--- src/rtl/vram_access_arbiter_if.sv ---
// Bundles the display read port, host write port and VRAM macro port of the
// VRAM access arbiter. The arbiter connects through the slave modport; the
// surrounding environment (display pipeline, host, memory) uses master.
interface vram_access_arbiter_if #(
    parameter int ADDR_W = 12,
    parameter int DATA_W = 8
);
    // display read port
    logic              disp_req;
    logic [ADDR_W-1:0] disp_addr;
    logic              disp_rvalid;
    logic [DATA_W-1:0] disp_rdata;

    // host write port
    logic              host_valid;
    logic              host_ready;
    logic [ADDR_W-1:0] host_addr;
    logic [DATA_W-1:0] host_wdata;

    // VRAM macro port
    logic              mem_en;
    logic              mem_we;
    logic [ADDR_W-1:0] mem_addr;
    logic [DATA_W-1:0] mem_wdata;
    logic [DATA_W-1:0] mem_rdata;

    modport slave (
        input  disp_req, disp_addr, host_valid, host_addr, host_wdata, mem_rdata,
        output disp_rvalid, disp_rdata, host_ready, mem_en, mem_we, mem_addr, mem_wdata
    );

    modport master (
        output disp_req, disp_addr, host_valid, host_addr, host_wdata, mem_rdata,
        input  disp_rvalid, disp_rdata, host_ready, mem_en, mem_we, mem_addr, mem_wdata
    );
endinterface

--- src/rtl/vram_access_arbiter.sv ---
// Shares a single-port synchronous VRAM between display reads (absolute
// priority) and buffered host writes, which drain in cycles the display
// leaves idle. With blank_only set, drains are confined to vertical blanking.
module vram_access_arbiter #(
    parameter int ADDR_W     = 12,
    parameter int DATA_W     = 8,
    parameter int FIFO_DEPTH = 4,
    parameter int V_DISPLAY  = 480,
    parameter int V_MAX      = 524
) (
    input  logic                        clk,
    input  logic                        reset,
    input  logic [9:0]                  hpos,
    input  logic [9:0]                  vpos,
    input  logic                        blank_only,
    vram_access_arbiter_if.slave        bus,
    output logic [$clog2(FIFO_DEPTH):0] fifo_level,
    output logic                        frame_start,
    output logic [15:0]                 stall_cycles
);

    localparam int PTR_W = $clog2(FIFO_DEPTH);
    localparam int LVL_W = PTR_W + 1;
    localparam logic [LVL_W-1:0] FULL_LVL    = LVL_W'(FIFO_DEPTH);
    localparam logic [9:0]       V_DISPLAY_L = 10'(V_DISPLAY);
    localparam logic [9:0]       V_MAX_L     = 10'(V_MAX);

    typedef enum logic {
        ST_CLOSED = 1'b0,
        ST_OPEN   = 1'b1
    } state_t;

    state_t state_q, state_d;
    logic   drain_ok;
    logic   vblank;

    // host write FIFO storage and bookkeeping
    logic [ADDR_W-1:0] fifo_addr_q [FIFO_DEPTH];
    logic [DATA_W-1:0] fifo_data_q [FIFO_DEPTH];
    logic [PTR_W-1:0]  wr_ptr_q, wr_ptr_d;
    logic [PTR_W-1:0]  rd_ptr_q, rd_ptr_d;
    logic [LVL_W-1:0]  level_q, level_d;
    logic              fifo_empty, fifo_full;
    logic              push, pop;

    // VRAM address/data hold registers, read-valid, frame pulse, stall counter
    logic [ADDR_W-1:0] mem_addr_q;
    logic [DATA_W-1:0] mem_wdata_q;
    logic              disp_rvalid_q;
    logic              frame_start_q;
    logic              frame_origin;
    logic [15:0]       stall_q, stall_d;

    // Lines past the last frame line are treated as blanking as well.
    assign vblank       = (vpos >= V_DISPLAY_L) || (vpos > V_MAX_L);
    assign frame_origin = (hpos == 10'd0) && (vpos == 10'd0);

    assign fifo_empty     = (level_q == '0);
    assign fifo_full      = (level_q == FULL_LVL);
    assign bus.host_ready = !fifo_full && !reset;
    assign push           = bus.host_valid && bus.host_ready;

    // Arbiter state register: a one-cycle delayed view of the timing inputs,
    // so it carries no reset; it reloads every cycle, including during reset.
    always_ff @(posedge clk) begin
        state_q <= state_d;
    end

    // Next-state: writes may drain when not restricted or in vertical blanking.
    always_comb begin
        state_d = ST_CLOSED;
        if (!blank_only || vblank) begin
            state_d = ST_OPEN;
        end
    end

    // State output decode.
    always_comb begin
        drain_ok = (state_q == ST_OPEN);
    end

    // Memory port mux: display read first, else drain the FIFO head when open.
    always_comb begin
        bus.mem_en    = 1'b0;
        bus.mem_we    = 1'b0;
        bus.mem_addr  = mem_addr_q;
        bus.mem_wdata = mem_wdata_q;
        pop           = 1'b0;
        if (!reset) begin
            if (bus.disp_req) begin
                bus.mem_en   = 1'b1;
                bus.mem_addr = bus.disp_addr;
            end else if (!fifo_empty && drain_ok) begin
                bus.mem_en    = 1'b1;
                bus.mem_we    = 1'b1;
                bus.mem_addr  = fifo_addr_q[rd_ptr_q];
                bus.mem_wdata = fifo_data_q[rd_ptr_q];
                pop           = 1'b1;
            end
        end
    end

    // FIFO pointer and level next-state.
    always_comb begin
        wr_ptr_d = push ? wr_ptr_q + 1'b1 : wr_ptr_q;
        rd_ptr_d = pop  ? rd_ptr_q + 1'b1 : rd_ptr_q;
        level_d  = level_q;
        if (push && !pop) begin
            level_d = level_q + 1'b1;
        end else if (!push && pop) begin
            level_d = level_q - 1'b1;
        end
    end

    // FIFO pointer and level registers; reset discards any pending writes.
    always_ff @(posedge clk) begin
        if (reset) begin
            wr_ptr_q <= '0;
            rd_ptr_q <= '0;
            level_q  <= '0;
        end else begin
            wr_ptr_q <= wr_ptr_d;
            rd_ptr_q <= rd_ptr_d;
            level_q  <= level_d;
        end
    end

    // One storage slot per FIFO entry, written when the write pointer selects it.
    genvar gi;
    generate
        for (gi = 0; gi < FIFO_DEPTH; gi++) begin : g_slot
            // Capture the offered host write into this slot.
            always_ff @(posedge clk) begin
                if (push && (wr_ptr_q == PTR_W'(gi))) begin
                    fifo_addr_q[gi] <= bus.host_addr;
                    fifo_data_q[gi] <= bus.host_wdata;
                end
            end
        end
    endgenerate

    // Hold the last driven VRAM address/data across idle cycles.
    always_ff @(posedge clk) begin
        if (reset) begin
            mem_addr_q  <= '0;
            mem_wdata_q <= '0;
        end else if (bus.mem_en) begin
            mem_addr_q  <= bus.mem_addr;
            mem_wdata_q <= bus.mem_wdata;
        end
    end

    // Stall counter next-state: frame origin clears, blocked drains count up.
    always_comb begin
        stall_d = stall_q;
        if (frame_origin) begin
            stall_d = 16'd0;
        end else if (!fifo_empty && !pop && (stall_q != 16'hFFFF)) begin
            stall_d = stall_q + 16'd1;
        end
    end

    // Read-valid pipeline, frame pulse and stall counter registers.
    always_ff @(posedge clk) begin
        if (reset) begin
            disp_rvalid_q <= 1'b0;
            frame_start_q <= 1'b0;
            stall_q       <= 16'd0;
        end else begin
            disp_rvalid_q <= bus.disp_req;
            frame_start_q <= frame_origin;
            stall_q       <= stall_d;
        end
    end

    assign bus.disp_rvalid = disp_rvalid_q;
    assign bus.disp_rdata  = bus.mem_rdata;
    assign fifo_level      = level_q;
    assign frame_start     = frame_start_q;
    assign stall_cycles    = stall_q;

endmodule

--- src/flat_wrapper.sv ---
// flat-port wrapper written by rule: the top's interface ports become plain ports
module vram_access_arbiter_flat 
#(
    parameter int ADDR_W     = 12,
    parameter int DATA_W     = 8,
    parameter int FIFO_DEPTH = 4,
    parameter int V_DISPLAY  = 480,
    parameter int V_MAX      = 524
)
  (clk, reset, hpos, vpos, blank_only, fifo_level, frame_start, stall_cycles, bus_disp_req, bus_disp_addr, bus_host_valid, bus_host_addr, bus_host_wdata, bus_mem_rdata, bus_disp_rvalid, bus_disp_rdata, bus_host_ready, bus_mem_en, bus_mem_we, bus_mem_addr, bus_mem_wdata);
  vram_access_arbiter_if #(.ADDR_W(ADDR_W), .DATA_W(DATA_W)) bus_i ();
  input  logic clk;
  input  logic reset;
  input  logic [9:0] hpos;
  input  logic [9:0] vpos;
  input  logic blank_only;
  output logic [$clog2(FIFO_DEPTH):0] fifo_level;
  output logic frame_start;
  output logic [15:0] stall_cycles;
  input wire logic [$bits(bus_i.disp_req)-1:0] bus_disp_req;
  input wire logic [$bits(bus_i.disp_addr)-1:0] bus_disp_addr;
  input wire logic [$bits(bus_i.host_valid)-1:0] bus_host_valid;
  input wire logic [$bits(bus_i.host_addr)-1:0] bus_host_addr;
  input wire logic [$bits(bus_i.host_wdata)-1:0] bus_host_wdata;
  input wire logic [$bits(bus_i.mem_rdata)-1:0] bus_mem_rdata;
  output wire logic [$bits(bus_i.disp_rvalid)-1:0] bus_disp_rvalid;
  output wire logic [$bits(bus_i.disp_rdata)-1:0] bus_disp_rdata;
  output wire logic [$bits(bus_i.host_ready)-1:0] bus_host_ready;
  output wire logic [$bits(bus_i.mem_en)-1:0] bus_mem_en;
  output wire logic [$bits(bus_i.mem_we)-1:0] bus_mem_we;
  output wire logic [$bits(bus_i.mem_addr)-1:0] bus_mem_addr;
  output wire logic [$bits(bus_i.mem_wdata)-1:0] bus_mem_wdata;
  assign bus_i.disp_req = bus_disp_req;
  assign bus_i.disp_addr = bus_disp_addr;
  assign bus_i.host_valid = bus_host_valid;
  assign bus_i.host_addr = bus_host_addr;
  assign bus_i.host_wdata = bus_host_wdata;
  assign bus_i.mem_rdata = bus_mem_rdata;
  assign bus_disp_rvalid = bus_i.disp_rvalid;
  assign bus_disp_rdata = bus_i.disp_rdata;
  assign bus_host_ready = bus_i.host_ready;
  assign bus_mem_en = bus_i.mem_en;
  assign bus_mem_we = bus_i.mem_we;
  assign bus_mem_addr = bus_i.mem_addr;
  assign bus_mem_wdata = bus_i.mem_wdata;
  vram_access_arbiter #(.ADDR_W(ADDR_W), .DATA_W(DATA_W), .FIFO_DEPTH(FIFO_DEPTH), .V_DISPLAY(V_DISPLAY), .V_MAX(V_MAX)) u_core (.clk(clk), .reset(reset), .hpos(hpos), .vpos(vpos), .blank_only(blank_only), .bus(bus_i), .fifo_level(fifo_level), .frame_start(frame_start), .stall_cycles(stall_cycles));
endmodule
--- config.mk ---
export PLATFORM = sky130hd
export DESIGN_NAME = vram_access_arbiter_flat
export DESIGN_NICKNAME = d
export VERILOG_FILES = /design/src/rtl/vram_access_arbiter_if.sv /design/src/rtl/vram_access_arbiter.sv /design/src/flat_wrapper.sv
export SDC_FILE = /design/constraint.sdc
export NUM_CORES = 1
export LEC_CHECK = 0
export ABC_AREA = 0
export CAP_MARGIN = 20
export CORE_ASPECT_RATIO = 0.8
export CORE_UTILIZATION = 50
export CTS_BUF_LIST = sky130_fd_sc_hd__clkbuf_8
export CTS_CLUSTER_DIAMETER = 200
export DETAILED_ROUTE_END_ITERATION = 8
export PLACE_DENSITY_LB_ADDON = 0.25
export REMOVE_ABC_BUFFERS = 1
export SLEW_MARGIN = 15
export SYNTH_ARGS = -nofsm -noshare
export SYNTH_HDL_FRONTEND = slang
export SYNTH_SLANG_ARGS = --single-unit
--- constraint.sdc ---
create_clock -name clk -period 3.62 [get_ports clk]
set_input_delay 1.086 -clock clk [delete_from_list [all_inputs] [get_ports clk]]
set_output_delay 1.086 -clock clk [all_outputs]
set_load 0.1 [all_outputs]
==> flow_summary.ini <==
[setup_path]
worst-path-buf-inv = 4
critPathTopFamily = buffers and inverters
reg2reg_depth = 11
timing_worst_setup_path_type = primary input to output pin
worst_r2r_startpoint = u_core.fifo_level[1]
cpMaxStageDelayCell = sky130_fd_sc_hd__a221o_1
worstPathCellList = dlygate4sd2_1 -> buf_4 -> o21bai_1 -> buf_4 -> a221o_1 -> buf_12
timing.critical_path.mode_cell = sky130_fd_sc_hd__buf_4
critPathRequiredTime_ps = 2530
r2r-end = u_core.fifo_level[2]
timing.critical_path.depth = 6
crit_path_max_incr_delay_ps = 400
worstSetupEndpointType = output pin
setup.reg_to_reg.worst_slack_ps = 1120
timing.critical_path.from_type = primary input
highest_fanout_seen_on_the_critical_path = 13
startpoint_of_the_worst_setup_timing_path = reset
worst_setup_ep = bus_mem_addr[8]
worst_path_arrival_time_ps = 2490

[yosys]
synthDominantAreaCellType = sky130_fd_sc_hd__edfxtp_1
post_synth.cell_area_avg_um2 = 13.0
postSynth.asyncResetShare = 0
ys_seq_elements = 128
synth-main-ff-cell = sky130_fd_sc_hd__edfxtp_1
ys_seq_area_frac = 0.610
syn_inst = 423
number_of_enable_type_register_cells_in_the_synthesized_netlist = 80
synth_warnings = 0
yosys.cell_types.count = 52
synth_area_um2 = 5520
synth_top_area_frac = 0.435
top_area_cells_in_the_synthesized_netlist = sky130_fd_sc_hd__edfxtp_1 (44%), sky130_fd_sc_hd__dfxtp_1 (17%), sky130_fd_sc_hd__mux4_2 (8.2%)

[sta]
finalMaxSlewViolations = 0
finalWorstSetupSlack_ps = 45.1
fin_tns_setup_ps = 0
layout_worst_path_cycle_share = 0.988
unrepaired_setup_endpoints_after_global_routing = no
achievable-frequency_mhz = 280
timing.final.hold_violations = 0
max_slew.worst_pin.slew_ps = 1090
setup-violations-final = 0
timing.final.crit_period_ps = 3570
slew_headroom = 0.267
worst_clock_skew_ps = 8.38

[cells_and_area]
final_cells = 695
multi_input_comb_area_um2 = 1960
diodes_inserted = 0
layout_overhead_on_the_synthesized_area_pct = 33.5
layout-drive-gt1-share = 0.256
design.final.nets = 614
fillCellCount = 729
regArea_um2 = 3360

[global_routing]
largest_net_degree_at_the_start_of_global_routing = 26
track_usage = 0.240
grt_first_pass_wirelength_mm = 20.4
first_global_vias = 4074
grt_antenna_before_repair = 1
grt-ovfl-total = 0

[detailed_routing]
via_per_inst = 5.77
routed-via-count = 4013
drc_violations = 0
drtPass1Iterations = 4
detail_route.iter0.violations = 220
wl_mm = 12.7
drtAntennaViolNets = 0
wire_per_inst_um = 18.3

[floorplanning]
dieWidth_um = 119
fp.coreArea_um2 = 10500
io_pins = 117
fp-row-count = 33
initial_core_util = 0.526
die_y_um = 96.0
floorplan.die_area_um2 = 11500

[min_path]
holdCritPathClass = register to register
holdCritStartpoint = u_core.mem_wdata_q[1]

[cts]
cts_tree = built
cts_sinks = 128
cts-htree-levels = 4
cts_buffer_depth = 2
worstSkewPairLatency_ps = 430
cts.reportedPaths.clkPinSlew_ps = 70
cts-hold-fix-buffers = 0
cts-root-buf = sky130_fd_sc_hd__clkbuf_8
cts_buffers = 17

[pwr]
vdd_ir_drop_max_mv = 0.439
power-per-cell-area_nw_per_um2 = 591
p_leak_uw = 0.00264

[place]
pre_cts_ws_ps = -315
dp_hpwl_mm = 8.74
place.detailed.instances = 658
place.port_buffers = 100
gp_routability_congestion = 0.796

[run]
max-cap-violations = 0

[run_status]
outcome = complete, no violations
layout by cell type (no fill, tap or decap), types with 3 or more instances in the layout:
cell type / count
sky130_fd_sc_hd__nand3_1: 4
sky130_fd_sc_hd__dfxtp_1: 48
sky130_fd_sc_hd__or4_1: 3
sky130_fd_sc_hd__or3_1: 6
sky130_fd_sc_hd__ha_1: 6
sky130_fd_sc_hd__nor3_1: 8
sky130_fd_sc_hd__inv_1: 22
sky130_fd_sc_hd__a211oi_1: 3
sky130_fd_sc_hd__clkinv_4: 4
sky130_fd_sc_hd__a221oi_1: 12
sky130_fd_sc_hd__xnor2_1: 3
sky130_fd_sc_hd__buf_4: 48
sky130_fd_sc_hd__edfxtp_1: 80
sky130_fd_sc_hd__nand4_1: 7
sky130_fd_sc_hd__o31ai_1: 5
sky130_fd_sc_hd__clkdlybuf4s50_1: 54
sky130_fd_sc_hd__clkinv_2: 4
sky130_fd_sc_hd__nand2_1: 35
sky130_fd_sc_hd__and2_1: 6
sky130_fd_sc_hd__mux2_2: 4
sky130_fd_sc_hd__and3_1: 3
sky130_fd_sc_hd__mux4_2: 20
sky130_fd_sc_hd__a221o_1: 12
sky130_fd_sc_hd__clkbuf_8: 17
sky130_fd_sc_hd__nor2_1: 24
sky130_fd_sc_hd__o21ai_0: 4
sky130_fd_sc_hd__buf_12: 24
sky130_fd_sc_hd__nor4_1: 7
sky130_fd_sc_hd__a21oi_1: 35
sky130_fd_sc_hd__and4_1: 4
sky130_fd_sc_hd__mux2_4: 4
worst min-delay path: cells and delay by family (launching register included):
| kind | cells | cell delay [ps] |
|---|---|---|
| AO/OA/AOI/OAI | 1 | 50 |
| flip-flops | 1 | 310 |
| AND/OR/NAND/NOR | 1 | 50 |
timing repair:
action                                  4_1_cts  5_1_grt
setup buffers                                 4        0
hold endpoints to repair                      0        0
endpoints found under the setup margin       20        0
resized for setup                            13        0
worst min-delay path by stage:
stage                                        to  cells past startpoint
after floorplan           u_core.mem_wdata_q[0]                      2
after global placement    u_core.mem_wdata_q[0]                      2
after detailed placement  u_core.mem_wdata_q[7]                      2
after CTS                 u_core.mem_wdata_q[7]                      2
after global routing      u_core.mem_wdata_q[6]                      2
final                     u_core.mem_wdata_q[1]                      2
routing by layer:
metal | track usage | vias up | routed length, µm
li1 | - | 1868 | -
met4 | 0.0938 | 2 | 244
met5 | 0 | - | 13
met3 | 0.0794 | 19 | 923
met2 | 0.399 | 164 | 6130
met1 | 0.293 | 1960 | 5410
state kept, by name (all words and copies together) (netlist names), named ones only:
| signal | cells |
|---|---|
| u_core.fifo_addr_q | 48 |
| u_core.fifo_data_q | 32 |
| u_core.stall_cycles | 16 |
| u_core.mem_addr_q | 12 |
| u_core.mem_wdata_q | 8 |
| u_core.fifo_level | 3 |
| u_core.rd_ptr_q | 2 |
| u_core.wr_ptr_q | 2 |
| u_core.bus.disp_rvalid | 1 |
| u_core.drain_ok | 1 |
| u_core.frame_start | 1 |
kinds of logic (layout without fill, tap and decap cells):
logic type | after synthesis | count (layout) | share of synthesized area
buffers and inverters | 51 | 182 | 0.0435
muxes | 29 | 29 | 0.0998
and+or+nand+nor | 119 | 120 | 0.113
xor gates and xnor gates | 5 | 5 | 0.00794
adders and majority gates | 7 | 7 | 0.0172
DFF | 128 | 128 | 0.610
AOI/OAI and AO/OA | 84 | 84 | 0.109
cell usage after synthesis, types with 5 or more instances:
| cell type | count |
|---|---|
| sky130_fd_sc_hd__o31ai_1 | 5 |
| sky130_fd_sc_hd__and2_1 | 6 |
| sky130_fd_sc_hd__nor4_1 | 7 |
| sky130_fd_sc_hd__or3_1 | 6 |
| sky130_fd_sc_hd__a221o_1 | 12 |
| sky130_fd_sc_hd__ha_1 | 6 |
| sky130_fd_sc_hd__nand4_1 | 7 |
| sky130_fd_sc_hd__buf_2 | 9 |
| sky130_fd_sc_hd__mux2_2 | 8 |
| sky130_fd_sc_hd__a21oi_1 | 35 |
| sky130_fd_sc_hd__mux4_2 | 20 |
| sky130_fd_sc_hd__nand2_1 | 35 |
| sky130_fd_sc_hd__dfxtp_1 | 48 |
| sky130_fd_sc_hd__clkbuf_1 | 9 |
| sky130_fd_sc_hd__buf_4 | 8 |
| sky130_fd_sc_hd__nor2_1 | 24 |
| sky130_fd_sc_hd__edfxtp_1 | 80 |
| sky130_fd_sc_hd__a221oi_1 | 12 |
| sky130_fd_sc_hd__nor3_1 | 8 |
| sky130_fd_sc_hd__inv_1 | 21 |
metrics by stage:
step / hold WS (ps) / instance area [µm²] / utilization / power [µW]
finish: 461 / 7360 / 0.702 / 4350
global route: 488 / 7360 / 0.702 / 4520
CTS: 460 / 7360 / 0.702 / 4380
detailed placement: 448 / 6900 / 0.658 / 3180
global placement: 441 / 6900 / 0.658 / 3150
floorplan: 428 / 5360 / - / 2650
power breakdown:
part,leakage [µW],switching [µW],total (µW),internal (µW)
Clock,0.000194,562,1170,606
Combinational,0.00132,920,1470,549
Sequential,0.00112,66.3,1710,1650
cell type report:
type / count / area share
clock buffers: 17 / 0.0318
multi-input cells: 245 / 0.266
well taps: 140 / 0.0238
inverters: 21 / 0.0107
flip-flops and latches: 128 / 0.457
repair buffers: 129 / 0.191
clock inverters: 15 / 0.0199
(Power assumes the default switching activity.)
